==> src/rtl/sramlike_axi_bridge.sv <==
// sramlike_axi_bridge
// Merges the instruction-side and data-side sram-like masters onto one
// single-beat AXI master port. The data side always wins arbitration and only
// one transaction is in flight at a time. Constant AXI fields (id, len, burst,
// last, lock, cache, prot) are tied off by the surrounding wrapper.
// Optional build macro: SRAMLIKE_AXI_ERR_EN adds the bus_err output, a
// one-cycle pulse alongside the completion when the slave answered with
// SLVERR or DECERR.

`timescale 1ns/1ps

module sramlike_axi_bridge #(
    parameter int ADDR_W = 32,
    parameter int DATA_W = 32
) (
    input  logic                clk,
    input  logic                rst,

    // instruction-side sram-like master (word reads only)
    input  logic                inst_req,
    input  logic [ADDR_W-1:0]   inst_addr,
    output logic                inst_addr_ok,
    output logic                inst_data_ok,
    output logic [DATA_W-1:0]   inst_rdata,

    // data-side sram-like master
    input  logic                data_req,
    input  logic                data_wr,
    input  logic [1:0]          data_size,
    input  logic [ADDR_W-1:0]   data_addr,
    input  logic [DATA_W-1:0]   data_wdata,
    output logic                data_addr_ok,
    output logic                data_data_ok,
    output logic [DATA_W-1:0]   data_rdata,

    // AXI read address / data channels
    output logic [ADDR_W-1:0]   araddr,
    output logic [2:0]          arsize,
    output logic                arvalid,
    input  logic                arready,
    input  logic [DATA_W-1:0]   rdata,
    input  logic [1:0]          rresp,
    input  logic                rvalid,
    output logic                rready,

    // AXI write address / data / response channels
    output logic [ADDR_W-1:0]   awaddr,
    output logic [2:0]          awsize,
    output logic                awvalid,
    input  logic                awready,
    output logic [DATA_W-1:0]   wdata,
    output logic [DATA_W/8-1:0] wstrb,
    output logic                wvalid,
    input  logic                wready,
    input  logic [1:0]          bresp,
    input  logic                bvalid,
    output logic                bready
`ifdef SRAMLIKE_AXI_ERR_EN
    ,
    output logic                bus_err
`endif
);

    localparam int STRB_W = DATA_W / 8;

    localparam logic [2:0] ST_IDLE = 3'd0;
    localparam logic [2:0] ST_AR   = 3'd1;
    localparam logic [2:0] ST_R    = 3'd2;
    localparam logic [2:0] ST_AWW  = 3'd3;
    localparam logic [2:0] ST_B    = 3'd4;
    localparam logic [2:0] ST_RESP = 3'd5;

    logic [2:0]        state_q,   state_d;
    logic [ADDR_W-1:0] addr_q,    addr_d;
    logic [1:0]        size_q,    size_d;
    logic [DATA_W-1:0] wdata_q,   wdata_d;
    logic [STRB_W-1:0] wstrb_q,   wstrb_d;
    logic              owner_q,   owner_d;
    logic              awDone_q,  awDone_d;
    logic              wDone_q,   wDone_d;
    logic [DATA_W-1:0] rbuf_q,    rbuf_d;

    logic              idle;
    logic [ADDR_W-1:0] reqAddr;
    logic [1:0]        reqSize;
    logic [STRB_W-1:0] reqStrb;

    assign idle = (state_q == ST_IDLE);

    // Requests are only granted in IDLE; data side masks the instruction side.
    assign data_addr_ok = idle && data_req;
    assign inst_addr_ok = idle && inst_req && !data_req;

    // Select the winning request and derive its byte strobes from size/offset.
    always_comb begin
        reqAddr = data_req ? data_addr : inst_addr;
        reqSize = data_req ? data_size : 2'd2;
        reqStrb = '1;
        case (reqSize)
            2'd0:    reqStrb = STRB_W'(1) << reqAddr[1:0];
            2'd1:    reqStrb = STRB_W'(3) << {reqAddr[1], 1'b0};
            default: reqStrb = '1;
        endcase
    end

    // Transaction FSM: accept, run one AXI read or write, then a single
    // completion cycle before returning to IDLE.
    always_comb begin
        state_d  = state_q;
        addr_d   = addr_q;
        size_d   = size_q;
        wdata_d  = wdata_q;
        wstrb_d  = wstrb_q;
        owner_d  = owner_q;
        awDone_d = awDone_q;
        wDone_d  = wDone_q;
        rbuf_d   = rbuf_q;
        case (state_q)
            ST_IDLE: begin
                awDone_d = 1'b0;
                wDone_d  = 1'b0;
                if (data_req || inst_req) begin
                    addr_d  = reqAddr;
                    size_d  = reqSize;
                    wdata_d = data_wdata;
                    wstrb_d = reqStrb;
                    owner_d = data_req;
                    state_d = (data_req && data_wr) ? ST_AWW : ST_AR;
                end
            end
            ST_AR: begin
                if (arready) begin
                    state_d = ST_R;
                end
            end
            ST_R: begin
                if (rvalid) begin
                    rbuf_d  = rdata;
                    state_d = ST_RESP;
                end
            end
            ST_AWW: begin
                if (awready) begin
                    awDone_d = 1'b1;
                end
                if (wready) begin
                    wDone_d = 1'b1;
                end
                if (awDone_d && wDone_d) begin
                    state_d = ST_B;
                end
            end
            ST_B: begin
                if (bvalid) begin
                    state_d = ST_RESP;
                end
            end
            ST_RESP: begin
                state_d = ST_IDLE;
            end
            default: begin
                state_d = ST_IDLE;
            end
        endcase
    end

    // State and captured-request registers with synchronous reset.
    always_ff @(posedge clk) begin
        if (rst) begin
            state_q  <= ST_IDLE;
            addr_q   <= '0;
            size_q   <= '0;
            wdata_q  <= '0;
            wstrb_q  <= '0;
            owner_q  <= 1'b0;
            awDone_q <= 1'b0;
            wDone_q  <= 1'b0;
            rbuf_q   <= '0;
        end else begin
            state_q  <= state_d;
            addr_q   <= addr_d;
            size_q   <= size_d;
            wdata_q  <= wdata_d;
            wstrb_q  <= wstrb_d;
            owner_q  <= owner_d;
            awDone_q <= awDone_d;
            wDone_q  <= wDone_d;
            rbuf_q   <= rbuf_d;
        end
    end

    // AXI channel drive: valids/readies follow the state, each write channel
    // drops on its own handshake.
    assign araddr  = addr_q;
    assign arsize  = {1'b0, size_q};
    assign arvalid = (state_q == ST_AR);
    assign rready  = (state_q == ST_R);

    assign awaddr  = addr_q;
    assign awsize  = {1'b0, size_q};
    assign awvalid = (state_q == ST_AWW) && !awDone_q;
    assign wdata   = wdata_q;
    assign wstrb   = wstrb_q;
    assign wvalid  = (state_q == ST_AWW) && !wDone_q;
    assign bready  = (state_q == ST_B);

    // Completion goes only to the master that owns the transaction; both
    // masters see the shared read buffer.
    assign inst_data_ok = (state_q == ST_RESP) && !owner_q;
    assign data_data_ok = (state_q == ST_RESP) &&  owner_q;
    assign inst_rdata   = rbuf_q;
    assign data_rdata   = rbuf_q;

`ifdef SRAMLIKE_AXI_ERR_EN
    logic err_q, err_d;

    // Flag an error response at the same edge that enters RESP so the pulse
    // lines up with data_ok.
    always_comb begin
        err_d = ((state_q == ST_R) && rvalid && (rresp != 2'b00)) ||
                ((state_q == ST_B) && bvalid && (bresp != 2'b00));
    end

    // Registered one-cycle error pulse.
    always_ff @(posedge clk) begin
        if (rst) begin
            err_q <= 1'b0;
        end else begin
            err_q <= err_d;
        end
    end

    assign bus_err = err_q;
`else
    logic unused_resp;
    assign unused_resp = ^{rresp, bresp};
`endif

endmodule
==> config.mk <==
export PLATFORM = sky130hd
export DESIGN_NAME = sramlike_axi_bridge
export DESIGN_NICKNAME = d
export VERILOG_FILES = /design/src/rtl/sramlike_axi_bridge.sv
export SDC_FILE = /design/constraint.sdc
export NUM_CORES = 1
export LEC_CHECK = 0
export ABC_AREA = 1
export BUFFER_PORTS_ARGS = -buffer_cell sky130_fd_sc_hd__clkbuf_2
export CORE_ASPECT_RATIO = 1.5
export CORE_MARGIN = 10
export CORE_UTILIZATION = 30
export DETAILED_ROUTE_END_ITERATION = 6
export SYNTH_ARGS = -nofsm -noshare
export SYNTH_HDL_FRONTEND = slang
export SYNTH_SLANG_ARGS = --single-unit
export TNS_END_PERCENT = 20
==> constraint.sdc <==
create_clock -name clk -period 1.15 [get_ports clk]
set_input_delay 0.1725 -clock clk [delete_from_list [all_inputs] [get_ports clk]]
set_output_delay 0.1725 -clock clk [all_outputs]
set_load 0.02 [all_outputs]
==> summary.md, run 1 <==
| Metric | Value |
|---|---|
| Outcome | `finished with violations` |
| Failing checks | `setup timing` |
| Final Core Density | `roughly 44%` |
| CP max FO | `3` |
| Total global-route track usage | `15.2%` |
| Synthesized instance count | `605` |
| Antenna cells | `0` |
| Footprint of the multi-input gates | `2050 µm²` |
| First-pass iteration count of the detailed router | `4` |
| Hold EP | `data_rdata[23]$_SDFFE_PP0P_` |
| Startpoint Class | `register` |
| Sw Ratio | `45.1%` |
| Initial Util | `between 30% and 40%` |
| Final GP Congestion | `0.788` |
| R2R depth | `9` |
| Area growth, synth to finish | `44.6%` |
| Yosys reg bits | `~110` |
| Reg2reg end | `wdata[6]$_SDFFE_PP0P_` |
| Cell accounting for the most synthesized area | `dfxtp_1` |
| Core Footprint | `16,100 µm²` |
| Worst EP arrival | `~1300 ps` |
| Top layer used by detailed routing | `met4` |
| Hold path cells | `3` |
| Num rows | `57` |
| Routed Antenna Nets | `0` |
| Critical Path RT | `980 ps` |
| Max Cap Viol | `0` |
| Leakage | `approximately 3.7 nW` |
| Number of global-route vias before repair | `about 5.0k` |
| Final period util | `130%` |
| Die width | `about 120 µm` |
| Slew Limit Fails | `0` |
| Most common cell after layout, fill and taps aside | `clkbuf_2` |
| Num ports | `323` |
| Commonest non-fill, non-tap cells in the layout | `clkbuf_2 (304), dfxtp_1 (102), nor2_1 (97)` |
| PwrDens | `roughly 2800 nW/µm²` |
| Clk buf depth | `2` |
| H-tree depth | `3` |
| Initial DRC count | `157` |
| First-pass GRT wire length | `~27,000 µm` |
| Die ar. | `between 20,000 and 25,000 µm²` |
| Routed len/inst | `roughly 17 µm` |
| Chip height | `approximately 180 µm` |
| Fin Hold WS | `between 40 and 50 ps` |
| Detailed Place HPWL | `13,900 µm` |
| Fin crit period | `1490 ps` |
| Final WS setup | `-343 ps` |
| Reg2reg start | `state_q[1]$_SDFFE_PP0P_` |
| Pint | `about 0.011 W` |
| Psw | `about 0.0089 W` |
| Syn_area_per_cell | `roughly 8.1 µm²` |
| Hold WC Path Type | `in -> reg` |
| Max Clock Skew | `between 15 and 20 ps` |
| Via count | `slightly below 5k` |
| Slew @ Worst Pin | `515 ps` |
| Post-Place Cell Area | `approximately 6300 µm²` |
| # nets final | `slightly above 1k` |
| Slew HR | `about two thirds` |
| Worst VDD drop | `between 1 and 1.5 mV` |
| Reg-to-reg setup timing slack | `-320 ps` |
| Crit. End Element | `output pin` |
| Final Hold Fails | `0` |
| Largest net degree at the start of global routing | `61` |
| Met2 wire length | `9140 µm` |
| Worst-Skew Late Latency | `350 ps` |
| Ranking of synthesized cells by area | `dfxtp_1 (44%), buf_4 (11%), nor2_1 (9.5%)` |
| Fillers | `roughly 1.7k` |
| YS warnings | `0` |
| Clock network fraction of total power | `around 15%` |
| CTS tree | `yes` |
| WL final | `roughly 18,000 µm` |
| Part of the power in combinational logic | `a little under three fifths` |
| Clk pin slew, worst setup/hold paths | `~80 ps` |
| Clock Tree Root | `clkbuf_16` |
| Dpl ws | `-247 ps` |
| FMAX | `approximately 670 MHz` |
| Total gr overflow | `0` |
| Top-area cell type share of the netlist area | `44.0%` |
| Sequential Power Share | `30.0%` |
| Design Area, Final | `~7100 µm²` |
| DRC errors left | `0` |
| Port buffer count | `316` |
| HP Start | `rdata[23]` |
| Post-synthesis sequential area ratio | `between 40% and 50%` |
| Yosys cell types | `25` |
| Wl on met1 | `7170 µm` |
| Clock Sink Count | `about 110` |
| FF+latch area | `approximately 2200 µm²` |
| CTS buffer count | `9` |
| DR vias/cell | `4.47` |
| Layout cells sized above 1 | `between 50% and 60%` |
| Initial antenna violation count | `0` |
| # setup viols final | `114` |
| Metal3 WL | `roughly 1500 µm` |
| RSZ-0062 raised after global routing | `yes` |
| Category of the most critical setup path | `reg -> out` |
| Mapped Area | `approximately 4900 µm²` |
[layout make-up]
cell class | instances | area share, %
clock buffer | 12 | 3.47
clock inverter | 4 | 0.476
inverter | 21 | 1.36
multi-input combinational | 374 | 28.8
sequential | 108 | 30.6
tap | 206 | 3.63
timing repair buffer | 364 | 31.6
[state kept, by name, indices dropped and copies added (netlist names)]
| signal | flops |
|---|---|
| araddr | 32 |
| state_q | 3 |
| wstrb | 4 |
| wDone_q | 1 |
| awDone_q | 1 |
| wdata | 32 |
| owner_q | 1 |
| data_rdata | 32 |
| size_q | 2 |
[Yosys cell counts]
cell type	instances
a21oi_1	40
a31oi_1	2
buf_2	8
buf_4	71
buf_6	14
clkbuf_1	10
conb_1	1
dfxtp_1	108
inv_1	17
inv_2	3
inv_4	1
mux2i_1	30
nand2_1	34
nand2_2	1
nand2_4	1
nand3_1	8
nand3b_1	2
nor2_1	125
nor2_2	21
nor2_4	2
nor2_8	2
nor3_1	1
o21ai_0	56
o21ai_1	46
o21bai_1	1
[stage by stage]
step	std cells	TNS (ps)	total power, W
final	1089	-25630	0.0197
after global routing	1089	-34570	0.0211
after CTS	1079	-21230	0.0188
after detailed placement	1057	-21350	0.0150
after global placement	1057	-19830	0.0149
after floorplan	606	-789	0.0124
[worst max-delay path by stage]
stage	startpoint	end	cells after the start
after floorplan	state_q[0]$_SDFFE_PP0P_	data_data_ok	4
after global placement	data_req	wstrb[2]$_SDFFE_PP0P_	7
after detailed placement	data_req	wstrb[2]$_SDFFE_PP0P_	7
after CTS	state_q[0]$_SDFFE_PP0P_	inst_addr_ok	6
after global routing	state_q[2]$_SDFFE_PP0P_	rready	6
final	state_q[2]$_SDFFE_PP0P_	rready	6
[per-layer routing]
| layer | GRT usage [%] | vias up |
|---|---|---|
| met5 | 0 | - |
| met4 | 4.58 | 0 |
| li1 | - | 2450 |
| met2 | 26.9 | 228 |
| met3 | 5.97 | 18 |
| met1 | 16.2 | 2177 |
[logic make-up after synthesis]
family / share of synthesized area [%]
DFF: 44.0
AOI/OAI and AO/OA: 14.9
other: 0.0763
and+or+nand+nor: 17.7
buffers and inverters: 17.3
muxes: 6.11
[critical path, cell delays in order, from the launching register on]
cell	delay [ps]
dfxtp_4	370
buf_12	130
nor2_4	130
nand2_4	80
buf_6	120
inv_4	40
buf_8	100
[repair_timing]
item / 4_1_cts / 5_1_grt
cloned: 0 / 4
buffers inserted: 6 / 6
resized for setup: 74 / 54
hold buffers: 0 / 0
pin swaps: 11 / 10
setup endpoints to repair: 117 / 124
hold endpoints to repair: 0 / 0
[power groups by stage]
stage,clock (W),combinational (W),sequential [W]
floorplan,0,0.00525,0.00716
global placement,0,0.00901,0.00594
detailed placement,0,0.00908,0.00594
CTS,0.00312,0.00973,0.00593
global route,0.00324,0.0118,0.00611
finish,0.00297,0.0109,0.00593
No activity file was read; power rests on OpenSTA's default activity.
==> inputs of run 2 (changes only) <==
CORE_UTILIZATION = 38   (was 30)
PLACE_DENSITY = 0.76   (was not set)
==> summary.md, run 2 (same netlist as run 1, synthesis figures left out) <==
| Metric | Value |
|---|---|
| Outcome | `finished with violations` |
| Failing checks | `setup timing` |
| Post-Layout Cell Count | `1,038 (-4.7%)` |
| Leakage | `3.78 nW (+1.7%)` |
| CTS tree | `yes` |
| Max Clock Skew | `10.4 ps (-4.84 ps)` |
| Fillers | `1,153 (-32%)` |
| Clk pin slew, worst setup/hold paths | `70 ps (about the same)` |
| Layout cells sized above 1 | `53.3% (+1.5 points)` |
| Footprint of the multi-input gates | `2150 µm² (+5.1%)` |
| Die ar. | `18,000 µm² (-18%)` |
| Routing usage on met1 | `18.6% (+2.4 points)` |
| Via count | `4,919 (+0.94%)` |
| Final GP Congestion | `0.829 (+5.2%)` |
| CTS Hold Bufs | `0 (unchanged)` |
| Antenna cells | `0 (unchanged)` |
| HP Start | `data_wdata[2]` |
| Num rows | `50 (-12%)` |
| First-pass GRT wire length | `26,900 µm (-1.4%)` |
| CTS buffer count | `9 (unchanged)` |
| Startpoint Class | `register` |
| Hold WC Path Type | `in -> reg` |
| Slew Limit Fails | `0 (unchanged)` |
| Clock Sink Count | `108 (unchanged)` |
| Category of the most critical setup path | `reg -> reg` |
| Fin Hold WS | `36.0 ps (-8.06 ps)` |
| FMAX | `648 MHz (-3.2%)` |
| Final Core Density | `57.7% (+14 points)` |
| Hold path cells | `3 (unchanged)` |
| M2 GR Usage | `32.4% (+5.6 points)` |
| Worst-Skew Late Latency | `340 ps (about the same)` |
| Largest stage delay on the critical path | `390 ps (+20 ps)` |
| Chip height | `159 µm (-9.9%)` |
| Reg-to-reg setup timing slack | `-390 ps (-70 ps)` |
| FF+latch area | `2170 µm² (-0.11%)` |
| R2R depth | `7 (-2)` |
| H-tree depth | `3 (unchanged)` |
| Slowest CP cell | `dfxtp_4` |
| Reg2reg end | `wstrb[0]$_SDFFE_PP0P_` |
| Max Cap Viol | `0 (unchanged)` |
| Die width | `113 µm (-9.4%)` |
| Most common cell after layout, fill and taps aside | `clkbuf_2` |
| Final period util | `134% (+4.2 points)` |
| Busiest grt layer | `met2` |
| Detailed Place HPWL | `13,200 µm (-5.6%)` |
| Worst EP arrival | `1800 ps (+480 ps)` |
| Routed len/inst | `16.8 µm (+0.71%)` |
| Clock Tree Root | `clkbuf_16` |
| Clk buf depth | `2 (unchanged)` |
| PwrDens | `2780 nW/µm² (about the same)` |
| Final WS setup | `-392 ps (-48.8 ps)` |
| Critical Path RT | `1410 ps (+430 ps)` |
| Initial antenna violation count | `0 (unchanged)` |
| Area growth, synth to finish | `47.7%` |
| Num ports | `323 (unchanged)` |
| Crit. End Element | `register` |
| Worst-path cell chain | `nor2_4 > nand2_4 > buf_6 > nor2_8 > buf_12 > o21ai_1 > a31oi_1` |
| Total gr overflow | `0 (unchanged)` |
| Reg2reg start | `state_q[1]$_SDFFE_PP0P_` |
| Final Hold Fails | `0 (unchanged)` |
| Initial DRC count | `252 (+61%)` |
| Fin crit period | `1540 ps (+48.8 ps)` |
| First-pass iteration count of the detailed router | `4 (unchanged)` |
| CP max FO | `43 (+40)` |
| # placed instances | `1,000 (-5.4%)` |
| DRC errors left | `0 (unchanged)` |
| Port buffer count | `316 (unchanged)` |
| Core Footprint | `12,600 µm² (-22%)` |
| Worst VDD drop | `1.33 mV (+15%)` |
| Initial Util | `39.1% (+8.6 points)` |
| Total global-route track usage | `18.2% (+3.1 points)` |
| WL final | `17,400 µm (-4.0%)` |
| Routed Antenna Nets | `0 (unchanged)` |
| RSZ-0062 raised after global routing | `yes` |
| DR vias/cell | `4.74 (+5.9%)` |
| Number of global-route vias before repair | `5,169 (+2.5%)` |
| Commonest non-fill, non-tap cells in the layout | `clkbuf_2 (304), nor2_1 (108), dfxtp_1 (104)` |
| Met3 Track Usage GR | `6.93% (+0.96 points)` |
| Hold EP | `wdata[2]$_SDFFE_PP0P_` |
| Largest net degree at the start of global routing | `48 (-21%)` |
| # nets final | `1,022 (unchanged)` |
| # setup viols final | `114 (unchanged)` |
-- run 2: where the power goes --
part / total (W) / internal [W] / switching [W]
Sequential: 0.00597 / 0.00500 / 0.000961
Clock: 0.00311 / 0.00174 / 0.00137
Combinational: 0.0111 / 0.00445 / 0.00668
-- run 2: layout make-up --
class                   count  area share [%]
clock buffers              11            3.34
clock inverters             4           0.689
inverters                  21            1.53
multi-input cells         374            29.6
flip-flops and latches    108            30.0
well taps                 156            2.69
repair buffers            363            31.9
repair inverters            1           0.224
-- run 2: worst max path at each step --
stage | slack (ps) | start | end | depth (start not counted)
6_report | -390 | state_q[1]$_SDFFE_PP0P_ | wstrb[0]$_SDFFE_PP0P_ | 7
5_1_grt | -460 | state_q[1]$_SDFFE_PP0P_ | wstrb[0]$_SDFFE_PP0P_ | 7
4_1_cts | -370 | state_q[0]$_SDFFE_PP0P_ | inst_addr_ok | 6
3_5_place_dp | -210 | state_q[0]$_SDFFE_PP0P_ | data_rdata[30]$_SDFFE_PP0P_ | 6
3_3_place_gp | -170 | state_q[0]$_SDFFE_PP0P_ | data_rdata[24]$_SDFFE_PP0P_ | 6
2_1_floorplan | -60 | state_q[0]$_SDFFE_PP0P_ | data_data_ok | 4
-- run 2: critical path: cells and delay by family, from the launching register on --
| family | cells | cell delay, ps |
|---|---|---|
| simple gates | 3 | 420 |
| flops | 1 | 390 |
| buf+inv | 2 | 360 |
| compound gates | 2 | 300 |
-- run 2: per-stage QoR --
step	area (µm²)	worst slack (ps)	TNS [ps]	total power (W)
global placement	6210	-169	-13400	0.0146
CTS	6940	-367	-27570	0.0193
floorplan	4930	-64.3	-789	0.0124
finish	7260	-392	-28370	0.0202
global route	7260	-460	-37220	0.0215
detailed placement	6210	-209	-16460	0.0148
-- run 2: timing repair --
| action | CTS | global route |
|---|---|---|
| setup endpoints to repair | 114 | 119 |
| setup buffers | 13 | 2 |
| cloned | 5 | 3 |
| pin swaps | 10 | 17 |
| gates resized for setup | 72 | 80 |
-- run 2: metal layers --
metal	part of all wire, %	vias up
met5	0	-
met4	2.2	0
met2	51	247
met3	9.7	26
met1	38	2197
li1	-	2449
==> inputs of run 3 (changes only) <==
CORE_AREA = 2 2 124 126   (was not set)
CORE_ASPECT_RATIO = not set   (was 1.5)
CORE_MARGIN = not set   (was 10)
CORE_UTILIZATION = not set   (was 38)
CTS_CLUSTER_SIZE = 10   (was not set)
DIE_AREA = 0 0 126 128   (was not set)
PLACE_DENSITY = 0.68   (was 0.76)
SETUP_SLACK_MARGIN = 0.15   (was not set)
==> summary.md, run 3 (same netlist as run 1, synthesis figures left out) <==
| Metric | Value |
|---|---|
| Number of global-route vias before repair | `4,798 (-7.2%)` |
| # nets final | `1,036 (+1.4%)` |
| Chip height | `128 µm (-20%)` |
| Clock Tree Root | `clkbuf_16` |
| Crit. End Element | `register` |
| Worst-Skew Late Latency | `350 ps (about the same)` |
| Fillers | `1,283 (+11%)` |
| Total power | `0.0227 W (+12%)` |
| Die ar. | `16,100 µm² (-10%)` |
| DRC errors left | `0 (unchanged)` |
| Num rows | `45 (-10%)` |
| Outcome | `finished with violations` |
| FMAX | `656 MHz (+1.2%)` |
| Total gr overflow | `0 (unchanged)` |
| Initial antenna violation count | `0 (unchanged)` |
| Leakage | `4.01 nW (+6.2%)` |
| Category of the most critical setup path | `reg -> reg` |
| # setup viols final | `116 (+1.8%)` |
| Final Hold Fails | `0 (unchanged)` |
| Part of the power in combinational logic | `59.5% (+4.4 points)` |
| WL final | `16,600 µm (-5.0%)` |
| First-pass GRT wire length | `25,000 µm (-7.2%)` |
| Final GP Congestion | `0.787 (-5.1%)` |
| PwrDens | `2760 nW/µm² (-0.92%)` |
| Clock Sink Count | `108 (unchanged)` |
| Detailed Place HPWL | `10,800 µm (-18%)` |
| Commonest non-fill, non-tap cells in the layout | `clkbuf_2 (143), dfxtp_1 (99), clkbuf_4 (98)` |
| Post-Layout Cell Count | `1,085 (+4.5%)` |
| Largest stage delay on the critical path | `370 ps (-20 ps)` |
| Final Core Density | `55.4% (-2.4 points)` |
| Port buffer count | `316 (unchanged)` |
| DR vias/cell | `4.61 (-2.8%)` |
| Pint | `0.0133 W (+19%)` |
| Antenna cells | `0 (unchanged)` |
| Slowest CP cell | `dfxtp_4` |
| Most common cell after layout, fill and taps aside | `clkbuf_2` |
| Hold WC Path Type | `in -> reg` |
| Clock network fraction of total power | `13.5% (-1.9 points)` |
| Clk buf depth | `2 (unchanged)` |
| Routed Antenna Nets | `0 (unchanged)` |
| Routed len/inst | `15.3 µm (-9.1%)` |
| Clk pin slew, worst setup/hold paths | `80 ps (about the same)` |
| Slew Limit Fails | `0 (unchanged)` |
| H-tree depth | `3 (unchanged)` |
| Max Clock Skew | `5.89 ps (-4.47 ps)` |
| Core Footprint | `14,900 µm² (+18%)` |
| Initial DRC count | `254 (+0.79%)` |
| Total global-route track usage | `19.4% (+1.1 points)` |
| Initial Util | `33.1% (-6.0 points)` |
| Psw | `0.00943 W (+4.7%)` |
| Worst VDD drop | `1.52 mV (+14%)` |
| Layout cells sized above 1 | `56.5% (+3.2 points)` |
| Sequential Power Share | `27.0% (-2.5 points)` |
| CP max FO | `7 (-84%)` |
| CTS tree | `yes` |
| Via count | `4,997 (+1.6%)` |
| Die width | `126 µm (+12%)` |
| Largest net degree at the start of global routing | `41 (-15%)` |
| Max Cap Viol | `0 (unchanged)` |
| # placed instances | `1,040 (+4.0%)` |
| Dpl ws | `-220 ps (-11.4 ps)` |
| Final WS setup | `-373 ps (+18.9 ps)` |
| CTS buffer count | `9 (unchanged)` |
| Fin crit period | `1520 ps (-18.9 ps)` |
| Startpoint Class | `register` |
| Critical path's most frequent cell | `buf_12` |
| Failing checks | `setup timing` |
| First-pass iteration count of the detailed router | `4 (unchanged)` |
| Critical Path RT | `1390 ps (-20 ps)` |
| RSZ-0062 raised after global routing | `yes` |
| Worst EP arrival | `1760 ps (-40 ps)` |
| Worst-path cell chain | `nor2_4 > nand2_4 > buf_6 > nor2_8 > buf_12 > buf_12 > buf_12 > clkbuf_16 > a21oi_1` |
| Final period util | `132% (-1.6 points)` |
| Setup TNS | `-29,610 ps (-1250 ps)` |
| Area growth, synth to finish | `67.5%` |
| Num ports | `323 (unchanged)` |
| Sw Ratio | `41.6% (-3.1 points)` |
-- run 3: repair_timing --
item / 4_1_cts / 5_1_grt
pin swaps: 11 / 12
hold buffers: 0 / 0
cloned: 6 / 2
endpoints found under the hold margin: 0 / 0
gates resized for setup: 265 / 106
setup buffers: 13 / 8
endpoints found under the setup margin: 285 / 285
-- run 3: area by class of cell --
class                   instances  area, µm²  area share [%]
flip-flops and latches        108       2190            26.6
well taps                     188        235            2.86
inverters                      21       98.8            1.20
clock inverters                 4       32.5           0.395
clock buffers                  12        267            3.24
multi-input cells             374       2170            26.4
repair buffers                378       3240            39.3
-- run 3: path summary, 6_finish.rpt --
kind                             end  depth (start not counted)  slack, ps                    start
max          araddr[10]$_SDFFE_PP0P_                          9       -370  state_q[1]$_SDFFE_PP0P_
min           wdata[23]$_SDFFE_PP0P_                          3         40           data_wdata[23]
max reg2reg  araddr[10]$_SDFFE_PP0P_                          9       -370  state_q[1]$_SDFFE_PP0P_
min reg2reg    wstrb[2]$_SDFFE_PP0P_                          2        490    wstrb[2]$_SDFFE_PP0P_
-- run 3: power groups by stage --
stage,Sequential (W),Clock [W],Combinational [W]
after global routing,0.00627,0.00332,0.0144
after detailed placement,0.00598,0,0.00881
after CTS,0.00606,0.00315,0.0121
final,0.00614,0.00306,0.0135
after floorplan,0.00716,0,0.00529
after global placement,0.00596,0,0.00875
-- run 3: stage by stage --
stage / hold WS (ps) / area (µm²)
floorplan: 242 / 4940
CTS: 27.9 / 7850
global route: 41.3 / 8230
finish: 41.2 / 8230
global placement: 395 / 6330
detailed placement: 401 / 6330
-- run 3: critical path, delay by kind of cell (launching register included) --
family,cells,cell delay [ps]
compound gates,1,60
buf+inv,5,620
flops,1,370
simple gates,3,360
-- run 3: routing by layer --
metal	part of all wire, %	wire length [µm]	GRT usage, %	vias up
li1	-	-	-	2488
met1	42	6920	24.0	2283
met2	50	8300	33.6	208
met3	6.8	1130	5.13	18
met4	1.3	212	4.98	0
met5	0	0	0	-
